--- config.mk ---
export PLATFORM = sky130hd
export DESIGN_NAME = data_memory_ws
export DESIGN_NICKNAME = d
export VERILOG_FILES = /design/src/rtl/dmem_pkg.sv /design/src/rtl/dmem_lane_align.sv /design/src/rtl/data_memory_ws.sv
export SDC_FILE = /design/constraint.sdc
export NUM_CORES = 2
export LEC_CHECK = 0
export BUFFER_PORTS_ARGS = -buffer_cell sky130_fd_sc_hd__buf_2
export CORE_MARGIN = 10
export CORE_UTILIZATION = 56
export DETAILED_ROUTE_END_ITERATION = 6
export PLACE_DENSITY = 0.72
export SYNTH_ARGS = -nofsm -noshare
export SYNTH_HDL_FRONTEND = slang
export SYNTH_SLANG_ARGS = --single-unit
--- constraint.sdc ---
create_clock -name clk -period 12.6 [get_ports clk]
set_input_delay 1.26 -clock clk [delete_from_list [all_inputs] [get_ports clk]]
set_output_delay 1.26 -clock clk [all_outputs]
set_load 0.05 [all_outputs]
--- src/rtl/dmem_pkg.sv ---
// Shared encodings for the wait-state data memory: access sizes, FSM states
// and the wait counter width.
package dmem_pkg;

    localparam logic [1:0] SZ_BYTE = 2'b00;
    localparam logic [1:0] SZ_HALF = 2'b01;
    localparam logic [1:0] SZ_WORD = 2'b10;

    localparam int CNT_W = 4;

    typedef enum logic {
        IDLE,
        WAIT
    } state_e;

endpackage

--- src/rtl/dmem_lane_align.sv ---
// Little-endian lane steering for byte/halfword/word accesses: byte enables,
// replicated store data, extended load data and the misalignment flag.
module dmem_lane_align
    import dmem_pkg::*;
(
    input  logic [1:0]  size_i,
    input  logic [1:0]  addrLo_i,
    input  logic        signedLd_i,
    input  logic [31:0] storeData_i,
    input  logic [31:0] readWord_i,
    output logic [3:0]  byteEn_o,
    output logic [31:0] storeWord_o,
    output logic [31:0] loadData_o,
    output logic        misalign_o
);

    logic [7:0]  readByte;
    logic [15:0] readHalf;

    assign readByte = readWord_i[{addrLo_i, 3'b000} +: 8];
    assign readHalf = addrLo_i[1] ? readWord_i[31:16] : readWord_i[15:0];

    // Store data is replicated across lanes so the byte enables alone pick the target.
    always_comb begin
        byteEn_o    = 4'hF;
        storeWord_o = storeData_i;
        loadData_o  = readWord_i;
        misalign_o  = (addrLo_i != 2'b00);
        case (size_i)
            SZ_BYTE: begin
                byteEn_o    = 4'b0001 << addrLo_i;
                storeWord_o = {4{storeData_i[7:0]}};
                loadData_o  = {{24{signedLd_i & readByte[7]}}, readByte};
                misalign_o  = 1'b0;
            end
            SZ_HALF: begin
                byteEn_o    = addrLo_i[1] ? 4'b1100 : 4'b0011;
                storeWord_o = {2{storeData_i[15:0]}};
                loadData_o  = {{16{signedLd_i & readHalf[15]}}, readHalf};
                misalign_o  = addrLo_i[0];
            end
            default: ;
        endcase
    end

endmodule

--- src/rtl/data_memory_ws.sv ---
// MEM-stage data memory with sized accesses, error checking and WAIT_CYCLES wait states.
// Define DMEM_RESET_CLEAR_EN to clear the whole array on reset (otherwise RAM-inferable).
module data_memory_ws
    import dmem_pkg::*;
#(
    parameter int DATA_W      = 32,
    parameter int DEPTH       = 64,
    parameter int WAIT_CYCLES = 0
) (
    input  logic              clk,
    input  logic              rst_n,
    input  logic              mem_r_en_i,
    input  logic              mem_w_en_i,
    input  logic [31:0]       address_i,
    input  logic [1:0]        size_i,
    input  logic              signed_ld_i,
    input  logic [DATA_W-1:0] dataIn_i,
    output logic [DATA_W-1:0] dataOut_o,
    output logic              ready_o,
    output logic              err_o
);

    localparam int AW = $clog2(DEPTH);

    logic [DATA_W-1:0] mem [DEPTH];

    state_e           state_q;
    logic [CNT_W-1:0] cnt_q;

    logic          request;
    logic          inRange;
    logic          misalign;
    logic          accessErr;
    logic          complete;
    logic          writeEn;
    logic [AW-1:0] wordIdx;
    logic [3:0]    byteEn;
    logic [31:0]   storeWord;
    logic [31:0]   loadData;
    logic [31:0]   readWord;

    assign request   = mem_r_en_i | mem_w_en_i;
    assign wordIdx   = address_i[AW+1:2];
    assign inRange   = (address_i[31:AW+2] == '0);
    assign readWord  = mem[wordIdx];
    assign accessErr = misalign | ~inRange;

    // An abandoned request must not see ready, so ready also requires the request.
    assign ready_o   = (WAIT_CYCLES == 0) ? 1'b1
                     : ((state_q == WAIT) && (cnt_q == '0) && request);
    assign complete  = ready_o & request & rst_n;
    assign err_o     = complete & accessErr;
    assign dataOut_o = (complete & mem_r_en_i & ~accessErr) ? loadData : '0;
    assign writeEn   = complete & mem_w_en_i & ~accessErr;

    dmem_lane_align u_align (
        .size_i      (size_i),
        .addrLo_i    (address_i[1:0]),
        .signedLd_i  (signed_ld_i),
        .storeData_i (dataIn_i),
        .readWord_i  (readWord),
        .byteEn_o    (byteEn),
        .storeWord_o (storeWord),
        .loadData_o  (loadData),
        .misalign_o  (misalign)
    );

    always_ff @(posedge clk or negedge rst_n) begin
        if (!rst_n) begin
            state_q <= IDLE;
            cnt_q   <= '0;
        end else begin
            case (state_q)
                IDLE: begin
                    if (request && (WAIT_CYCLES > 0)) begin
                        state_q <= WAIT;
                        cnt_q   <= CNT_W'(WAIT_CYCLES - 1);
                    end
                end
                WAIT: begin
                    if (!request || (cnt_q == '0)) begin
                        state_q <= IDLE;
                    end else begin
                        cnt_q <= cnt_q - 1'b1;
                    end
                end
                default: state_q <= IDLE;
            endcase
        end
    end

`ifdef DMEM_RESET_CLEAR_EN
    always_ff @(posedge clk or negedge rst_n) begin
        if (!rst_n) begin
            for (int i = 0; i < DEPTH; i++) begin
                mem[i] <= '0;
            end
        end else if (writeEn) begin
            for (int b = 0; b < 4; b++) begin
                if (byteEn[b]) begin
                    mem[wordIdx][8*b +: 8] <= storeWord[8*b +: 8];
                end
            end
        end
    end
`else
    always_ff @(posedge clk) begin
        if (writeEn) begin
            for (int b = 0; b < 4; b++) begin
                if (byteEn[b]) begin
                    mem[wordIdx][8*b +: 8] <= storeWord[8*b +: 8];
                end
            end
        end
    end
`endif

endmodule

; Yosys cells after proc, flatten, opt, wreduce, memory -nomap -nowiden
; Memory sizes are Yosys's and may differ from the RTL's.
; Cells that the tools add are included.
[op_classes]
n_eq_ne = 1
shifts = 2
reduce_logical = 3
n_bitwise = 12
mux = 19
[op_table]
columns = operator, count
row1 = 32-bit case mux with 2 select lines, 2
row2 = 32-bit two-way mux, 1
row3 = 32-bit by 6-bit variable part select with 8-bit output, 1
row4 = 24-bit logical NOT, 1
row5 = 16-bit two-way mux, 1
row6 = 1-bit two-way mux, 12
row7 = 1-bit bitwise AND, 8
row8 = 4-bit case mux with 2 select lines, 1
row9 = 4-bit two-way mux, 1
row10 = "1-bit by 2-bit left shift with 4-bit output, first input constant", 1
row11 = "2-bit by 1-bit == test with 1-bit output, second input constant", 1
row12 = 2-bit logical NOT, 1
row13 = 1-bit NOT, 2
row14 = 1-bit OR, 2
row15 = 1-bit case mux with 2 select lines, 1
row16 = 2-bit nonzero test, 1
[totals]
ff_bits = 0
out_inout_bits = 34
mem_bits_rw = 2048
n_memories = 1
elab_cells = 38
[mem_list]
columns = name, depth, word_bits, rd, rd_clocked_by_memory_dff, wr, line
row1 = mem, 64, 32, 1, 0, 1, data_memory_ws.sv:25  ; logic [DATA_W-1:0] mem [DEPTH];

; Logic depth before layout (Yosys ltp)
[logic_depth]
word_depth = 7
ltp_mapped = 15
depth_no_buf = 8

; Cells and area by module
; From an unflattened synthesis, not the netlist that was laid out.
[hier_totals]
cells_unflattened = 4872
hier_area_um2 = 80641.1
[modules_own_cells]
columns = module, cells_per_inst, n_inst, area_per_inst_um2
row1 = data_memory_ws, 4681, 1, 79386.1
row2 = dmem_lane_align, 191, 1, 1255.0

; Worst setup path after synthesis
; No wires, ideal clock.
[synth_timing]
kind = input port to output port
from = input port address_i[3]
to = output port dataOut_o[15]
path_slack_ps = 7102
path_stages = 10
t_arrival_ps = 4238
path_cell_list = buf_4 nor2_1 clkbuf_1 a22o_1 a22oi_1 o2bb2ai_1 nor4_4 o32ai_2 o21ai_0 a221oi_1
[synth_via]
elab_chain_len = 5
elab_cells_between_ends = 6
classes_between = shift: 1 / mux: 3 / bitwise: 1 / memory: 1
[synth_rtl]
columns = item, line
row1 = "start, declared", data_memory_ws.sv:14  ; input logic [31:0] address_i,
row2 = memory read 64 x 32 bit *, -
row3 = 32-bit by 6-bit variable part select with 8-bit output, dmem_lane_align.sv:20  ; assign readByte = readWord_i[{addrLo_i, 3'b000} +: 8];
row4 = 1-bit bitwise AND, dmem_lane_align.sv:33  ; loadData_o = {{24{signedLd_i & readByte[7]}}, readByte};
row5 = 32-bit case mux with 2 select lines *, dmem_lane_align.sv:29  ; case (size_i)
row6 = 32-bit two-way mux *, data_memory_ws.sv:53  ; assign dataOut_o = (complete & mem_r_en_i & ~accessErr) ? loadData : '0;
row7 = "end, declared", data_memory_ws.sv:18  ; output logic [DATA_W-1:0] dataOut_o,
; Every way passes the cells marked *; elsewhere a longest branch is shown, timed or not.

; Final worst setup path
[layout_timing]
from = input port address_i[3]
to = output port dataOut_o[5]
[layout_via]
elab_chain_len = 4
elab_cells_between_ends = 5
classes_between = shift: 1 / mux: 3 / memory: 1
[layout_rtl]
columns = item, line
row1 = memory read 64 x 32 bit *, -
row2 = 32-bit by 6-bit variable part select with 8-bit output or 16-bit two-way mux (tied branches), "dmem_lane_align.sv:20, dmem_lane_align.sv:21"
row3 = 32-bit case mux with 2 select lines *, dmem_lane_align.sv:29
row4 = 32-bit two-way mux *, data_memory_ws.sv:53
; Marked as above.

==> reports/qor.yml <==
finalHoldViolations: 0
failed_checks: "design-rule violations"
relSlewSlack_pct: 4.40
cts_tree: "yes"
async_flop_share_pct: 0
seq_area_frac_synth_pct: 78.0
crit_arrival_ps: 6890
ioPinCount: 105
min_path_type: "input pin to flop"
required_ps: 11340
status: "finished, violations left"
p_leak_nw: 26.4
critical_path.max_stage_delay_ps: 950
synth-simple-area-share_pct: 6.55
cts_buffers: 192
cts-root-buf: "clkbuf_16"
cap_violations: 0
seqPwrFrac_pct: 55.1
syn_nets: 4671
grt_antenna_before_repair: 15
die-width_um: 395
syn_inst: 4600
cp-end-kind: "primary output"
gp_congestion: 0.935
crit_path_top_delay_cell: "a211oi_1"
die_area_um2: 156000
ir_worst_vdd_uv: 145
synth_fa_ha_area_share_pct: 0
synth_area_per_cell_um2: 17.1
muxShareOfSynthArea_pct: 1.74
grt_usage_pct: 29.5
max_flop_register: "mem"
largestRegisters: "mem: 2048 flops"
dpl_cell_area_um2: 80900
vias: 47467
synth.distinct_cells: 77
timing.critical_path.cells: "buf_8, buf_12, and3b_4, buf_12, buf_4, a22oi_1, nand4_1, a21oi_1, and3_1, a211oi_1, o31a_1, buf_2"
p_int_w: 0.0107
cellPowerDensity_nw_per_um2: 158
core_um2: 140000
drtIter0Drc: 7914
crit_type: "input pin to primary output"
cts_hold_buf: 0
crit_top_cell: "buf_12"
port_buffers: 103
sw_frac_of_total_pct: 22.0
largest_register_ffs: 2048
instances_no_fill: 6660
crit_path_start_kind: "input pin"
p_comb_share_pct: 5.3
synth_area_um2: 78800
synth_xor_area_share_pct: 0
setup_viol: 0
rsz0062_at_grt: "false"
postCtsResizedCells: 0
p_switching_w: 0.00301
dp_hpwl_mm: 139
clk_pin_slew_ps: 60
setup_tns_ps: 0
start_util_pct: 56.4
cts_setup_buffers: 0
ys.flop_type: "edfxtp_1"
ys_ff_latch: 2048
drive_gt1_share_pct: 11.4
post-route-period-util_pct: 64.7
cts.path.max_buffers: 3
critPathMaxFanout: 121
rows: 137
yosys_warnings: 0
antenna_left: 0
wire_per_inst_um: 35.6
fill_cells: 9649
clockPowerShare_pct: 39.6
grt_pass1_vias: 44401
tightest_slew_ps: 1430
min_period_ps: 8150
cts_max_level: 4
synth_enable_flop_cells: 2048
grt_pass1_wl_mm: 332
via_per_inst: 7.13
drc: 35
max_freq_mhz: 123
clock-sinks: 2048
wl_mm: 237
fin_area_um2: 86700
firstDrtPassIters: 7
synth_compound_area_share_pct: 11.3
dp_cells: 6304
slew_viol_final: 0
nets: 4693
syn2layout_area_growth_pct: 10.0
die_h_um: 395
grt_max_degree: 130
synth_top_family_by_area: "compound AO/OA/AOI/OAI gates"
grt-ovfl-total: 0
## final timing paths
check | startpoint | depth (start not counted) | endpoint | slack, ps
hold / removal | dataIn_i[3] | 1 | mem[53][3] | 680
setup / recovery | address_i[3] | 12 | dataOut_o[5] | 4450
## kinds of logic (layout without fill, tap and decap cells)
group / Yosys count / after routing
buffers and inverters: 405 / 579
other: 1 / 11
AOI/OAI and AO/OA: 1150 / 1150
and+or+nand+nor: 882 / 882
muxes: 114 / 114
DFF: 2048 / 2048
## final cells by class
type	count	area [um2]	area share [%]
timing repair buffer	190	1340	1.54
clock buffer	245	5090	5.87
sequential	2048	61500	70.9
clock inverter	101	694	0.801
multi-input combinational	2147	15600	18.0
tap	1876	2350	2.71
antenna	10	25.0	0.0289
inverter	43	161	0.186
## worst max-delay path: cells and delay by family
kind,cells,cell delay (ps)
simple gates,3,1210
buf+inv,5,2420
compound gates,4,1640
## synthesized netlist by cell type, types with 27 or more instances
| master | n | area [um2] |
|---|---|---|
| nor2_1 | 284 | 1070 |
| nor4bb_1 | 33 | 330 |
| nand4b_1 | 63 | 552 |
| o2111ai_1 | 39 | 342 |
| a221oi_1 | 111 | 972 |
| and3_1 | 32 | 200 |
| buf_2 | 155 | 776 |
| inv_1 | 41 | 154 |
| nand4_1 | 78 | 488 |
| edfxtp_1 | 2048 | 61500 |
| a22o_1 | 212 | 1860 |
| o22ai_1 | 46 | 288 |
| nor3_1 | 53 | 265 |
| nand2_1 | 100 | 375 |
| a21oi_1 | 52 | 260 |
| mux2i_1 | 75 | 751 |
| and4b_1 | 41 | 410 |
| a22oi_1 | 473 | 3550 |
| buf_1 | 36 | 135 |
| a31oi_1 | 91 | 569 |
| clkbuf_1 | 136 | 510 |
| nand3_1 | 53 | 265 |
| a2111oi_0 | 27 | 236 |
## power by group through the flow
stage	Sequential, W	Combinational (W)	Clock (W)
floorplan	0.00769	0.000380	0
global placement	0.00769	0.000685	0
detailed placement	0.00769	0.000699	0
CTS	0.00754	0.000701	0.00543
global route	0.00754	0.000747	0.00570
finish	0.00754	0.000730	0.00543
## per-stage QoR
stage          total power [W]  util, %  hold slack [ps]  setup slack, ps
2_1_floorplan          0.00807        -             1360             7100
3_3_place_gp           0.00837     57.9             1510             4820
3_5_place_dp           0.00839     57.9             1520             4750
4_1_cts                 0.0137     62.1              652             4710
5_1_grt                 0.0140     62.1              674             4390
6_report                0.0137     62.1              680             4450
## placed cells by master (no fill, tap or decap), types with 49 or more instances in the layout
master     synthesis  final
a22oi_1          473    473
nor3_1            53     52
a221oi_1         111    111
edfxtp_1        2048   2048
a31oi_1           91     91
clkbuf_1         136     49
buf_2            155    100
nand3_1           53     52
nor2_1           284    281
a22o_1           212    212
a21oi_1           52     52
nand4b_1          63     63
clkbuf_16          0    196
buf_4             15     76
nand2_1          100     99
nand4_1           78     78
clkinv_1           1     55
mux2i_1           75     75
## routing by layer
layer	GRT usage, %	vias to the layer above	wire (um)
met5	0.708	-	396
met4	14.9	28	13400
met3	12.2	639	39300
met2	41.3	3977	101000
met1	39.6	23689	83200
li1	-	19134	-
Power figures use the tool's default switching activity.
